`src/rtl/pipeline_ctrl.sv`:
```
// Pipeline hazard controller: drives PC/IF-ID/ID-EX enables, flushes and bubbles,
// sequences the shared multi-cycle multiplier and holds the pipeline on HLT.
`timescale 1ns/1ps
module pipeline_ctrl #(
  parameter int unsigned MUL_CYCLES  = 4,
  parameter int unsigned FLUSH_SLOTS = 2
) (
  input  logic        clock,
  input  logic        reset_n,
  input  logic        ex_valid,
  input  logic [15:0] ex_opcode,
  input  logic        branch_taken,
  input  logic        resume,
  output logic        pc_write_en,
  output logic        if_id_write_en,
  output logic        if_id_flush,
  output logic        id_ex_hold,
  output logic        id_ex_bubble,
  output logic        mul_start,
  output logic        mul_busy,
  output logic        halted,
  output logic        illegal_op,
  output logic [15:0] stall_cycles
);

  localparam logic [15:0] OpMul = 16'h1000;
  localparam logic [15:0] OpHlt = 16'h2000;

  // The decode/branch cycle itself is the first stall or bubble cycle, hence the -2 reloads.
  localparam bit       MulStalls  = (MUL_CYCLES > 1);
  localparam bit       FlushMulti = (FLUSH_SLOTS > 1);
  localparam logic [3:0] MulLoad   = MulStalls  ? 4'(MUL_CYCLES - 2)  : 4'd0;
  localparam logic [3:0] FlushLoad = FlushMulti ? 4'(FLUSH_SLOTS - 2) : 4'd0;

  typedef enum logic [1:0] {StRun, StMulWait, StFlush, StHalt} state_e;

  state_e     state_q, state_d;
  logic [3:0] cnt_q, cnt_d;
  logic       illegal_set;
  logic       dec_mul, dec_hlt, op_onehot;

  assign dec_mul   = ex_valid && (ex_opcode == OpMul);
  assign dec_hlt   = ex_valid && (ex_opcode == OpHlt);
  assign op_onehot = (ex_opcode != '0) && ((ex_opcode & (ex_opcode - 16'd1)) == '0);

  always_comb begin
    state_d        = state_q;
    cnt_d          = cnt_q;
    pc_write_en    = 1'b1;
    if_id_write_en = 1'b1;
    if_id_flush    = 1'b0;
    id_ex_hold     = 1'b0;
    id_ex_bubble   = 1'b0;
    mul_start      = 1'b0;
    mul_busy       = 1'b0;
    halted         = 1'b0;
    illegal_set    = 1'b0;

    unique case (state_q)
      StRun: begin
        if (branch_taken) begin
          if_id_flush  = 1'b1;
          id_ex_bubble = 1'b1;
          if (FlushMulti) begin
            state_d = StFlush;
            cnt_d   = FlushLoad;
          end
        end else if (dec_hlt) begin
          pc_write_en    = 1'b0;
          if_id_write_en = 1'b0;
          id_ex_bubble   = 1'b1;
          state_d        = StHalt;
        end else if (dec_mul) begin
          mul_start = 1'b1;
          if (MulStalls) begin
            pc_write_en    = 1'b0;
            if_id_write_en = 1'b0;
            id_ex_hold     = 1'b1;
            cnt_d          = MulLoad;
            state_d        = StMulWait;
          end
        end else if (ex_valid && !op_onehot) begin
          illegal_set = 1'b1;
        end
      end

      StMulWait: begin
        mul_busy = 1'b1;
        // Final multiplier cycle releases the pipeline so the result is consumed immediately.
        if (cnt_q == 4'd0) begin
          state_d = StRun;
        end else begin
          pc_write_en    = 1'b0;
          if_id_write_en = 1'b0;
          id_ex_hold     = 1'b1;
          cnt_d          = cnt_q - 4'd1;
        end
      end

      StFlush: begin
        if_id_flush  = 1'b1;
        id_ex_bubble = 1'b1;
        if (branch_taken) begin
          if (FlushMulti) cnt_d = FlushLoad;
          else            state_d = StRun;
        end else if (cnt_q == 4'd0) begin
          state_d = StRun;
        end else begin
          cnt_d = cnt_q - 4'd1;
        end
      end

      StHalt: begin
        pc_write_en    = 1'b0;
        if_id_write_en = 1'b0;
        id_ex_bubble   = 1'b1;
        halted         = 1'b1;
        if (resume) state_d = StRun;
      end

      default: state_d = StRun;
    endcase
  end

  always_ff @(posedge clock or negedge reset_n) begin
    if (!reset_n) begin
      state_q      <= StRun;
      cnt_q        <= '0;
      illegal_op   <= 1'b0;
      stall_cycles <= '0;
    end else begin
      state_q <= state_d;
      cnt_q   <= cnt_d;
      if (illegal_set) illegal_op <= 1'b1;
      if (!pc_write_en && (stall_cycles != 16'hFFFF)) stall_cycles <= stall_cycles + 16'd1;
    end
  end

endmodule

```
`config.mk`:
```
export PLATFORM = sky130hd
export DESIGN_NAME = pipeline_ctrl
export DESIGN_NICKNAME = d
export VERILOG_FILES = /design/src/rtl/pipeline_ctrl.sv
export SDC_FILE = /design/constraint.sdc
export NUM_CORES = 1
export LEC_CHECK = 0
export CAP_MARGIN = 20
export CORE_UTILIZATION = 31
export CTS_CLUSTER_DIAMETER = 100
export DETAILED_ROUTE_END_ITERATION = 10
export GPL_ROUTABILITY_DRIVEN = 0
export PLACE_DENSITY = 0.61
export SLEW_MARGIN = 20
export SYNTH_ARGS = -nofsm -noshare
export SYNTH_HDL_FRONTEND = slang
export SYNTH_SLANG_ARGS = --single-unit
```
`constraint.sdc`:
```
create_clock -name clock -period 3.1 [get_ports clock]
set_input_delay 0.775 -clock clock [delete_from_list [all_inputs] [get_ports clock]]
set_output_delay 0.775 -clock clock [all_outputs]
set_load 0.1 [all_outputs]
```
==> flow_summary.ini, run 1 <==
[setup_path]
cp-start-kind = input pin
slowest_delay_ns = 0.50
crit_slowest_cell = clkdlybuf4s50_1
path_cells = clkdlybuf4s50_1, a21o_4, a2111oi_4, a21oi_4, buf_12
reg2reg_depth = 8
cp.arrival_ns = 2.25
cp_max_fo = 4
critPathCaptureType = primary output
reg2reg_to = stall_cycles[14]$_DFFE_PN0P_
required_ns = 2.32
worstSetupPathType = in2out
r2r_slack_ns = 0.76
timing.rr.start = state_q[0]$_DFFE_PN0P_

[route]
vias = 1576
first_iter_violations = 46
highest_layer = met4
vias_per_cell = 5.02
wl_met1_um = 1960
dr_wl_met2_um = 1960
wl_um = 4050
drc = 0
wl_met3_um = 94
drt-pass1-iter-count = 4
postRouteAntennaNets = 0
post_drt_wl_per_cell_um = 12.9

[clock_network]
clock_sinks = 23
cts_buffers = 3
clk_path_buf_depth = 2
htreeDepth = 1
clockRootBuffer = clkbuf_8
tritoncts = built
holdBufCountCts = 0
path_clk_slew_ns = 0.08
clk_latency_ns = 0.26

[timing]
worstMarginPinSlew_ns = 0.466
drv_slew = 0
post-route-min-period_ns = 3.02
relSlewSlack_pct = 68.8
whs_ns = 0.490
setup_viol = 0
finalWorstSetupSlack_ns = 0.0787
timing.fmax_mhz = 331
clock_skew_ns = 0.00218
rsz0062_at_grt = no
hold_viol = 0
timing.final.crit_share_pct = 97.5

[finish]
fin_util_pct = 51.8
area_delta_synth_final_pct = 55.7
fillers = 468
drive_above_1_share_pct = 34.4
n_antenna_cell = 0
layout.nets = 275

[synthesis]
syn_area_sq_um = 1620
synth-edff-count = 0
synth_seq_cells = 23
ys_warn_count = 0
yosysTopAreaCell = dfrtp_1
async_reset_ff_share_pct = 100
synth.distinct_cells = 52
syn_area_per_cell_sq_um = 9.33
yosysSeqAreaShare_pct = 35.4
synth_flop_cell = dfrtp_1
synthesis.nets = 201
postSynthCellCount = 174
synthTopCellsByArea = dfrtp_1 (35%), xnor2_1 (6.5%), ha_1 (4.6%)
synth_top_area_share_pct = 35.4

[floorplanning]
start_util_pct = 33.3
num_rows = 25
die_height_um = 74.4
io_pins = 46
die-area_sq_um = 5530
core_sq_um = 4880
fp.dieW_um = 74.4

[power_and_ir_drop]
p_sw_uw = 829
internal_power_uw = 773
powerDensity_nw_per_um2 = 633
p_clk_share_pct = 11.5
swShare_pct = 51.8
combPwrFrac_pct = 63.9
irDropWorstVdd_v = 0.000370
leakagePower_uw = 0.00109
p_seq_share_pct = 24.6
power_uw = 1600

[global_route]
grt_max_degree = 24
grt.overflow.total = 0
grt_pass1_vias = 1474
track_usage_pct = 15.7
antenna_found_initial = 0
grt_pass1_wl_um = 6700

[placement]
place_ws_ns = -0.332
io_buffers = 45
hpwl_um = 3240

[hold_path]
min_path_type = reg2reg
worstHoldPathCells = 1
hold_path_end = stall_cycles[6]$_DFFE_PN0P_
hold_start = stall_cycles[6]$_DFFE_PN0P_

[outcome]
status = complete, no violations

[job]
maxCapViolCount = 0
## critical path, delay by kind of cell
| kind | cells | cell delay [ns] |
|---|---|---|
| AOI/OAI and AO/OA | 3 | 0.78 |
| buffers and inverters | 2 | 0.69 |
## timing repair
item                       in CTS  in global routing
buffers inserted                2                  0
setup endpoints to repair       5                  3
resized for setup              21                 14
pin swaps                       8                  5
## sequential cells by signal (all words and copies together), names as in the netlist
signal,cells
state_q,2
illegal_op,1
stall_cycles,16
cnt_q,4
## synthesized netlist by cell type, types with 3 or more instances
cell and n:
xnor2_1 12, a21oi_1 3, o21ai_1 3, o21ai_0 8, xor2_1 4, nor4_1 3, nor3_1 10, nand3_1 9
dfrtp_1 23, ha_1 6, o21a_1 3, nor2_1 12, nand4_1 6, nor4b_1 3, nand2_1 11, nor2b_1 3
inv_1 6
## power groups by stage
stage | combinational [uW] | sequential, uW | clock, uW
2_1_floorplan | 537 | 571 | 0
3_3_place_gp | 1020 | 399 | 0
3_5_place_dp | 1020 | 399 | 0
4_1_cts | 1030 | 394 | 195
5_1_grt | 1080 | 404 | 203
6_report | 1020 | 394 | 185
## worst max path at each step
stage	endpoint	cells after the start	slack, ns	startpoint
global placement	id_ex_bubble	7	-0.31	ex_opcode[1]
CTS	mul_start	7	0.007	ex_opcode[4]
detailed placement	id_ex_bubble	7	-0.33	ex_opcode[1]
finish	if_id_write_en	5	0.08	branch_taken
global route	mul_start	6	0.01	branch_taken
floorplan	id_ex_hold	4	-0.55	ex_opcode[1]
## placed cells by master (no fill, tap or decap), types with 3 or more instances in the layout
cell type        instances
o21ai_1                  3
nor3_1                   9
nor2_1                   8
dlymetal6s2s_1           4
clkdlybuf4s50_1          6
nand4_1                  6
dfrtp_1                 23
o21a_1                   3
xor2_1                   4
buf_12                   6
buf_4                   47
dlygate4sd2_1            6
nand3_1                  9
xnor2_1                 12
ha_1                     5
o21ai_0                  8
a21oi_1                  3
nand2_1                 10
clkbuf_2                 3
inv_1                    6
clkbuf_8                 3
## cells by family (layout without fill, tap and decap cells)
family / Yosys count / in the layout / share of synthesized area (%)
and+or+nand+nor: 76 / 76 / 27.7
muxes: 3 / 3 / 1.93
AOI/OAI and AO/OA: 37 / 37 / 17.5
adders and majority gates: 8 / 8 / 5.86
buffers and inverters: 11 / 84 / 2.93
DFF: 23 / 23 / 35.4
xor gates and xnor gates: 16 / 16 / 8.63
## layer usage
metal | GRT usage (%) | up-vias
li1 | - | 805
met1 | 21.9 | 743
met2 | 25.2 | 24
met3 | 2.85 | 4
met4 | 3.98 | 0
met5 | 0 | -
## final cells by class
| type | instances | area [sq um] | share of cell area (%) |
|---|---|---|---|
| multi-input cells | 140 | 1130 | 44.7 |
| repair buffers | 74 | 672 | 26.6 |
| clock buffers | 4 | 45.0 | 1.78 |
| well taps | 67 | 83.8 | 3.32 |
| inverters | 6 | 22.5 | 0.891 |
| flip-flops and latches | 23 | 576 | 22.8 |
## metrics by stage
stage	TNS, ns	std cells	instance area (sq um)
3_5_place_dp	-0.923	308	2410
2_1_floorplan	-0.790	174	1690
6_report	0	314	2530
3_3_place_gp	-0.791	308	2410
4_1_cts	0	314	2510
5_1_grt	0	314	2530
(Power assumes the default switching activity.)
==> inputs of run 2 (changes only) <==
--- a/config.mk
+++ b/config.mk
@@ -7,7 +7,6 @@
 export LEC_CHECK = 0
 export CAP_MARGIN = 20
 export CORE_UTILIZATION = 31
-export CTS_CLUSTER_DIAMETER = 100
 export DETAILED_ROUTE_END_ITERATION = 10
 export GPL_ROUTABILITY_DRIVEN = 0
 export PLACE_DENSITY = 0.61
==> results of run 2 <==
Same layout as run 1: the final DEF is identical, and so are final timing and power.
